### src/rtl/wb_stage.sv
// Writeback stage: MEM->WB register, load alignment/extension with stall hold, regfile write drive.
// Define WB_FWD_EN to drive the fwd_* bypass ports; otherwise they are tied to zero.
module wb_stage #(
  parameter int DWIDTH = 32
) (
  input  logic              clk,
  input  logic              rst,
  input  logic              stall,
  input  logic              flush,
  input  logic              m_valid,
  input  logic [DWIDTH-1:0] m_inst,
  input  logic [DWIDTH-1:0] m_alu,
  input  logic [DWIDTH-1:0] m_pc4,
  input  logic [DWIDTH-1:0] dmem_dout,
  input  logic [DWIDTH-1:0] uart_dout,
  output logic              rf_we,
  output logic [4:0]        rf_wa,
  output logic [DWIDTH-1:0] rf_wd,
  output logic [DWIDTH-1:0] wb_inst,
  output logic              fwd_valid,
  output logic [4:0]        fwd_rd,
  output logic [DWIDTH-1:0] fwd_data
);

  localparam logic [DWIDTH-1:0] NOP = 'h13;

  localparam logic [4:0] OPC_LOAD  = 5'b00000;
  localparam logic [4:0] OPC_OPIMM = 5'b00100;
  localparam logic [4:0] OPC_AUIPC = 5'b00101;
  localparam logic [4:0] OPC_OP    = 5'b01100;
  localparam logic [4:0] OPC_LUI   = 5'b01101;
  localparam logic [4:0] OPC_JALR  = 5'b11001;
  localparam logic [4:0] OPC_JAL   = 5'b11011;

  logic              vld_p0;
  logic              fresh_p0;
  logic [DWIDTH-1:0] inst_p0;
  logic [DWIDTH-1:0] alu_p0;
  logic [DWIDTH-1:0] pc4_p0;
  logic [DWIDTH-1:0] ld_hold_p0;

  logic [DWIDTH-1:0] raw;
  logic [DWIDTH-1:0] ld_word;
  logic              wr_op;

  function automatic logic [DWIDTH-1:0] load_ext(input logic [2:0] f3,
                                                 input logic [1:0] off,
                                                 input logic [DWIDTH-1:0] w);
    logic signed [7:0]  b;
    logic signed [15:0] h;
    logic [DWIDTH-1:0]  r;
    case (off)
      2'd0:    b = w[7:0];
      2'd1:    b = w[15:8];
      2'd2:    b = w[23:16];
      default: b = w[31:24];
    endcase
    h = off[1] ? w[31:16] : w[15:0];
    case (f3)
      3'b000:  r = DWIDTH'(b);
      3'b100:  r = {{(DWIDTH-8){1'b0}}, b};
      3'b001:  r = DWIDTH'(h);
      3'b101:  r = {{(DWIDTH-16){1'b0}}, h};
      3'b010:  r = w;
      default: r = '0;
    endcase
    return r;
  endfunction

  // MEM -> WB boundary
  always_ff @(posedge clk) begin
    if (rst) begin
      vld_p0   <= 1'b0;
      inst_p0  <= NOP;
      alu_p0   <= '0;
      pc4_p0   <= '0;
      fresh_p0 <= 1'b0;
    end else if (flush) begin
      vld_p0   <= 1'b0;
      inst_p0  <= NOP;
      fresh_p0 <= 1'b0;
    end else if (stall) begin
      fresh_p0 <= 1'b0;
    end else begin
      vld_p0   <= m_valid;
      inst_p0  <= m_inst;
      alu_p0   <= m_alu;
      pc4_p0   <= m_pc4;
      fresh_p0 <= 1'b1;
    end
  end

  // Memory read data is only valid in the fresh cycle, so capture it for any following stall.
  always_ff @(posedge clk) begin
    if (rst)
      ld_hold_p0 <= '0;
    else if (fresh_p0)
      ld_hold_p0 <= raw;
  end

  assign raw     = alu_p0[31] ? uart_dout : dmem_dout;
  assign ld_word = fresh_p0 ? raw : ld_hold_p0;

  always_comb begin
    wr_op = 1'b0;
    rf_wd = alu_p0;
    case (inst_p0[6:2])
      OPC_OP, OPC_OPIMM, OPC_LUI, OPC_AUIPC: wr_op = 1'b1;
      OPC_LOAD: begin
        wr_op = 1'b1;
        rf_wd = load_ext(inst_p0[14:12], alu_p0[1:0], ld_word);
      end
      OPC_JAL, OPC_JALR: begin
        wr_op = 1'b1;
        rf_wd = pc4_p0;
      end
      default: wr_op = 1'b0;
    endcase
  end

  assign rf_wa   = inst_p0[11:7];
  assign rf_we   = vld_p0 & wr_op & (rf_wa != 5'd0);
  assign wb_inst = inst_p0;

`ifdef WB_FWD_EN
  assign fwd_valid = rf_we;
  assign fwd_rd    = rf_wa;
  assign fwd_data  = rf_wd;
`else
  assign fwd_valid = 1'b0;
  assign fwd_rd    = 5'd0;
  assign fwd_data  = '0;
`endif

endmodule

### config.mk
export PLATFORM = sky130hd
export DESIGN_NAME = wb_stage
export DESIGN_NICKNAME = d
export VERILOG_FILES = /design/src/rtl/wb_stage.sv
export SDC_FILE = /design/constraint.sdc
export NUM_CORES = 1
export LEC_CHECK = 0
export BUFFER_PORTS_ARGS = -buffer_cell sky130_fd_sc_hd__buf_4
export CORE_ASPECT_RATIO = 1.25
export CORE_MARGIN = 1
export CORE_UTILIZATION = 48
export CTS_BUF_LIST = sky130_fd_sc_hd__clkbuf_4 sky130_fd_sc_hd__clkbuf_8 sky130_fd_sc_hd__clkbuf_16
export CTS_CLUSTER_SIZE = 24
export DETAILED_ROUTE_END_ITERATION = 10
export PLACE_DENSITY = 0.8
export SETUP_SLACK_MARGIN = 0.2
export SLEW_MARGIN = 15
export SYNTH_ARGS = -nofsm -noshare
export SYNTH_HDL_FRONTEND = slang
export SYNTH_SLANG_ARGS = --single-unit
### constraint.sdc
create_clock -name clk -period 2.4 [get_ports clk]
set_clock_uncertainty 0.2 [all_clocks]
set_input_delay 0.24 -clock clk [delete_from_list [all_inputs] [get_ports clk]]
set_output_delay 0.24 -clock clk [all_outputs]
set_load 0.05 [all_outputs]
==> results of run 1 <==
## cell usage in the layout, fill, tap and decap left out, types with 7 or more instances in the layout
cell / synthesis / routed
nor2b_1: 8 / 8
o21ai_0: 27 / 17
mux2i_4: 0 / 10
clkbuf_16: 0 / 17
dfxtp_1: 130 / 120
a21oi_4: 0 / 24
mux2i_1: 66 / 53
conb_1: 1 / 38
mux2_2: 16 / 13
buf_4: 44 / 259
a21oi_1: 94 / 72
a221oi_2: 0 / 11
a221o_2: 0 / 7
nor2_1: 94 / 91
buf_12: 0 / 9
dlygate4sd3_1: 0 / 100
a221oi_1: 37 / 26
nand2_1: 168 / 168
buf_6: 2 / 24
## kinds of logic (layout without fill, tap and decap cells)
family,count (synthesis),in the layout,synth area share [%]
AO/OA/AOI/OAI,192,192,18.9
other,1,39,0.0575
AND/OR/NAND/NOR,293,293,18.2
multiplexers,84,84,13.6
buffers and inverters,112,436,9.37
flip-flops,130,130,39.9
## per-stage QoR
step	hold slack (ns)	setup slack, ns	utilization [%]	TNS [ns]
3_3_place_gp	0.239	-0.145	67.7	-0.652
2_1_floorplan	0.155	-0.0255	-	-0.113
4_1_cts	0.0230	-0.435	82.7	-12.37
5_1_grt	0.0314	-0.516	83.2	-13.99
6_report	0.0148	-0.453	83.2	-12.58
3_5_place_dp	0.247	-0.204	67.7	-1.73
## timing repair
| item | 4_1_cts | 5_1_grt |
|---|---|---|
| pin swaps | 10 | 6 |
| endpoints found under the hold margin | 97 | 0 |
| hold buffers | 100 | 0 |
| buffers inserted | 3 | 0 |
| setup endpoints to repair | 32 | 33 |
| gates resized for setup | 79 | 15 |
## state kept, by name, indices dropped and copies added, names as in the netlist
signal	cells
pc4_p0	32
fresh_p0	1
vld_p0	1
wb_inst	32
alu_p0	32
ld_hold_p0	32
## worst paths after layout
path / start / to / slack, ns
setup / recovery: alu_p0[31] / rf_wd[29] / -0.45
hold / removal: dmem_dout[0] / ld_hold_p0[0] / 0.01
setup reg to reg: alu_p0[31] / ld_hold_p0[26] / 0.72
hold reg to reg: pc4_p0[7] / pc4_p0[7] / 0.26
## final cells by class
type | instances | area, sq um | area share, %
repair buffers | 397 | 3470 | 31.5
well taps | 171 | 214 | 1.94
inverters | 7 | 28.8 | 0.261
flip-flops and latches | 130 | 2630 | 23.8
clock inverters | 14 | 178 | 1.61
diodes | 1 | 2.50 | 0.0227
clock buffers | 18 | 439 | 3.99
multi-input cells | 607 | 4050 | 36.8
## power by group through the flow
stage | clock network [W] | registers (W) | logic [W]
after floorplan | 0 | 0.00240 | 0.000752
after global placement | 0 | 0.00235 | 0.00119
after detailed placement | 0 | 0.00235 | 0.00121
after CTS | 0.00272 | 0.00231 | 0.00141
after global routing | 0.00283 | 0.00233 | 0.00153
final | 0.00273 | 0.00232 | 0.00146
## worst max-delay path, stage by stage, from the launching register on
cell      delay, ns
dfxtp_4        0.43
buf_12         0.15
mux2_4         0.31
mux2i_1        0.16
buf_4          0.18
nor2_1         0.06
a221oi_2       0.28
buf_4          0.19
a21oi_4        0.05
buf_6          0.17
## metal layers
layer	GRT usage [%]	wire, um	share of wire, %	vias to the layer above
met1	40.8	9050	36	3587
met4	22.0	1410	5.5	0
met3	7.27	2220	8.7	97
li1	-	-	-	3433
met5	0	0	0	-
met2	62.8	12700	50	491
==> qor.csv, run 1 <==
stage,metric,value,unit
power_and_ir_drop,Comb pwr share,22.4,%
power_and_ir_drop,total chip power,0.00651,W
clock_tree,Root Buffer,clkbuf_16,
synthesis,sequential area share after synthesis,39.9,%
sta,highest clock rate,351,MHz
clock_tree,CTS tree,built,
floorplanning,IO Pins,273,
floorplanning,die area,0.0140,sq mm
synthesis,Post-Syn Area,0.00652,sq mm
clock_tree,CTS Buf Count,17,
clock_tree,CTS clock-pin slew for the worst setup and hold paths,0.06,ns
drt,vias,7608,
sta,Finish-stage setup viols,32,
global_route,largest net degree at the start of global routing,65,
power_and_ir_drop,switching pwr,0.00194,W
synthesis,Mapped Cells,812,
synthesis,dominant synthesized flop cell,dfxtp_1,
worst_setup_path,critical path class,reg -> out,
worst_setup_path,crit path max fanout,8,
synthesis,Synth Area per Inst,8.02,sq um
synthesis,synthesized flop and latch total,130,
sta,minimum clock period,2.85,ns
global_route,Tot GR Track Use,36.4,%
synthesis,most frequent cell after synthesis,nand2_1,
floorplanning,die height,132,um
drt,wire length per cell,18.9,um
sta,Fin. Hold Viols,0,
finish,ratio of cells with drive above 1 in the final layout,37.7,%
global_route,global route overflow,0,
power_and_ir_drop,share of power burned in registers,35.7,%
synthesis,synth warn,0,
worst_setup_path,r2r worst-path depth,6,
synthesis,Synth cell types,40,
placement,I/O Buffers,234,
synthesis,"top cells by count, synth","nand2_1 (168), dfxtp_1 (130), a21oi_1 (94), nor2_1 (94), mux2i_1 (66)",
clock_tree,clk sink count,130,
synthesis,post-synth top area cell,dfxtp_1,
floorplanning,row count,47,
placement,HPWL after DPL,15300,um
power_and_ir_drop,Worst VDD drop,0.504,mV
drt,initial drt markers,529,
worst_setup_path,Setup crit end kind,output port,
clock_tree,CTS max path bufs,2,
drt,"antenna viol nets, final",0,
status,failing checks,negative setup slack,
worst_hold_path,Min-Delay Path Class,in -> reg,
run,Max Cap Violations,0,
drt,total wire length,25400,um
finish,FILL cells,728,
floorplanning,Die Span X,106,um
power_and_ir_drop,P per Cell Area,591,mW/mm^2
sta,Rel. slew slack,46.4,%
status,outcome,"complete, but fails checks",
global_route,first-pass GRT wire length,39600,um
power_and_ir_drop,Leak,4.54,nW
finish,synth-to-layout area growth,68.9,%
clock_tree,CTS H-tree lvls,4,
power_and_ir_drop,internal power,0.00457,W
finish,Post-Layout Cell Count,1345,
drt,drt pass-1 iters,6,
sta,Slew @ Worst Pin,0.802,ns
placement,Placed Cells,1209,
placement,Placer Congestion,0.898,
finish,Final #Nets,1325,
power_and_ir_drop,clock share of power,41.9,%
clock_tree,clk_lat worst skew,0.42,ns
floorplanning,core area,0.0132,sq mm
synthesis,area share of the largest cell type after synthesis,39.9,%
worst_setup_path,Arrival @ worst endpoint,2.41,ns
global_route,initial antenna violation count,1,
finish,cell area after layout,0.0110,sq mm
worst_setup_path,Critical Path Start Type,flip-flop,
sta,max-slew violation count,0,
floorplanning,Starting Density,49.2,%
sta,post-route setup slack,-0.453,ns
synthesis,"top cells by area, synth","dfxtp_1 (40%), mux2i_1 (10%), nand2_1 (9.7%)",
worst_hold_path,hold path cells,5,
placement,post-placement cell area,0.00896,sq mm
drt,Residual DRC,0,
worst_setup_path,Critical Path RT,1.96,ns
synthesis,Post-synth ARST share,0,%
sta,RSZ-0062 raised after global routing,true,
power_and_ir_drop,sw frac,29.8,%
sta,Final period util,119,%
synthesis,Post-synth EDFFs,0,
global_route,vias in the first global route,7787,
drt,DR vias/cell,5.66,
Power figures use the tool's default switching activity.
==> run 2, diff against run 1 <==
- REMOVE_ABC_BUFFERS: not set -> 1
- SLEW_MARGIN: 15 -> 10
==> run 2 against run 1 <==
Effect of this change:
- the run still ends with negative setup slack left
- fmax shrank 0.90%
- cell count shrank 0.59%
- combinational power is essentially flat
- register-to-register slack lost 0.09 ns
- wire length grew 4.2%
- sequential power is essentially flat
- final area shrank 1.7%
==> qor.csv, run 2 (synthesized netlist as in run 1, its figures left out) <==
stage,metric,value,unit
placement,DP Worst Slack,-0.114,ns
sta,Rel. slew slack,59.2,%
drt,total wire length,26400,um
finish,Final #Nets,1318,
floorplanning,Starting Density,49.2,%
finish,cell area after layout,0.0108,sq mm
floorplanning,core area,0.0132,sq mm
placement,I/O Buffers,234,
worst_setup_path,CP dominant cell by count,buf_6,
finish,post-layout util,81.7,%
clock_tree,CTS H-tree lvls,4,
drt,"antenna viol nets, final",0,
drt,drt pass-1 iters,5,
run,Max Cap Violations,0,
drt,wire length per cell,19.8,um
sta,Final period util,120,%
global_route,Tot GR Track Use,35.5,%
worst_setup_path,max incr delay on CP,0.53,ns
worst_setup_path,Arrival @ worst endpoint,2.44,ns
floorplanning,die height,132,um
sta,RSZ-0062 raised after global routing,true,
clock_tree,CTS tree,built,
clock_tree,CTS clock-pin slew for the worst setup and hold paths,0.06,ns
clock_tree,CTS max path bufs,2,
sta,minimum clock period,2.88,ns
global_route,first-pass GRT wire length,38700,um
floorplanning,die area,0.0140,sq mm
worst_setup_path,critical path class,reg -> out,
drt,Residual DRC,0,
sta,highest clock rate,347,MHz
worst_setup_path,Setup crit end kind,output port,
worst_setup_path,CP Cell Sequence,mux2i_2 -> mux4_2 -> o22ai_4 -> buf_6 -> o21bai_4 -> buf_12 -> a21oi_4 -> buf_6,
placement,post-placement cell area,0.00843,sq mm
worst_setup_path,WP buf/inv,3,
placement,Placer Congestion,0.841,
power_and_ir_drop,P per Cell Area,574,mW/mm^2
status,failing checks,negative setup slack,
finish,"most common cell after layout, fill and taps aside",buf_4,
sta,max-slew violation count,0,
worst_hold_path,Min-Delay Path Class,in -> reg,
worst_setup_path,"CP delay by family, top",multiplexers,
worst_setup_path,Slowest cell on crit path,mux4_2,
drt,vias,7729,
clock_tree,clk_lat worst skew,0.40,ns
clock_tree,CTS Buf Count,17,
placement,HPWL after DPL,14100,um
worst_setup_path,Critical Path RT,1.96,ns
sta,Slew @ Worst Pin,0.613,ns
global_route,largest net degree at the start of global routing,73,
worst_setup_path,crit path max fanout,16,
drt,DR vias/cell,5.78,
power_and_ir_drop,Worst VDD drop,0.468,mV
clock_tree,clk sink count,130,
finish,synth-to-layout area growth,66.0,%
global_route,vias in the first global route,7556,
power_and_ir_drop,total chip power,0.00621,W
power_and_ir_drop,Leak,4.48,nW
global_route,initial antenna violation count,1,
finish,most frequent cells in the layout,"buf_4 (251), nand2_1 (168), dfxtp_1 (124), dlygate4sd3_1 (100), nor2_1 (89)",
clock_tree,Root Buffer,clkbuf_16,
worst_setup_path,Critical Path Start Type,flip-flop,
sta,Fin. Hold Viols,0,
placement,Placed Cells,1190,
finish,ratio of cells with drive above 1 in the final layout,37.3,%
floorplanning,row count,47,
finish,Post-Layout Cell Count,1337,
floorplanning,Die Span X,106,um
global_route,global route overflow,0,
sta,Finish-stage setup viols,32,
drt,initial drt markers,595,
floorplanning,IO Pins,273,
sta,post-route setup slack,-0.478,ns
status,outcome,"complete, but fails checks",
-- run 2: cell count changes in the layout (fill, tap and decap cells not counted), sizes merged --
cell	previous run	this run
bufinv	3	1
clkinv	2	6
inv	12	7
clkbuf	18	20
buf	297	290
-- run 2: tightest hold or removal path: stages --
cell and delay [ns]:
buf_4 0.08, mux2i_1 0.06, nand2_1 0.08, o21ai_2 0.07
nor2_1 0.07
-- run 2: layout make-up --
type                    instances  area, sq um
multi-input cells             607         3960
repair buffers                390         3450
flip-flops and latches        130         2620
fillers                       752         2410
clock buffers                  20          454
well taps                     171          214
clock inverters                11         90.1
inverters                       7         26.3
diodes                          1         2.50
-- run 2: per-stage QoR --
| stage | setup TNS, ns | hold slack (ns) |
|---|---|---|
| after floorplan | -60.57 | 0.109 |
| after global placement | -0.718 | 0.241 |
| after detailed placement | -2.18 | 0.248 |
| after CTS | -11.77 | 0.00731 |
| after global routing | -14.64 | 0.0282 |
| final | -12.50 | 0.0299 |
-- run 2: power breakdown --
| group | switching (W) | leakage (nW) | internal [W] |
|---|---|---|---|
| Sequential | 0.0000705 | 1.06 | 0.00225 |
| Clock | 0.000979 | 0.264 | 0.00146 |
| Combinational | 0.000807 | 3.15 | 0.000646 |
| Total | 0.00186 | 4.48 | 0.00435 |
-- run 2: per-layer routing --
layer	track usage [%]	share of wire, %
met1	37.6	34
met2	64.0	52
met3	9.54	8.9
met4	17.4	5.3
met5	0	0
-- run 2: worst paths after layout --
check | startpoint | end | slack [ns] | cells after the start
worst min-delay path | uart_dout[3] | ld_hold_p0[3] | 0.03 | 5
worst max register to register | alu_p0[31] | ld_hold_p0[16] | 0.63 | 7
worst min register to register | pc4_p0[3] | pc4_p0[3] | 0.26 | 2
worst max-delay path | alu_p0[31] | rf_wd[17] | -0.48 | 8
-- run 2: what timing repair did --
item | CTS | global route
hold buffers | 100 | 0
setup buffers | 9 | 4
resized for setup | 81 | 73
hold endpoints to repair | 97 | 0
setup endpoints to repair | 32 | 33
pin swaps | 8 | 8
gates cloned | 2 | 0
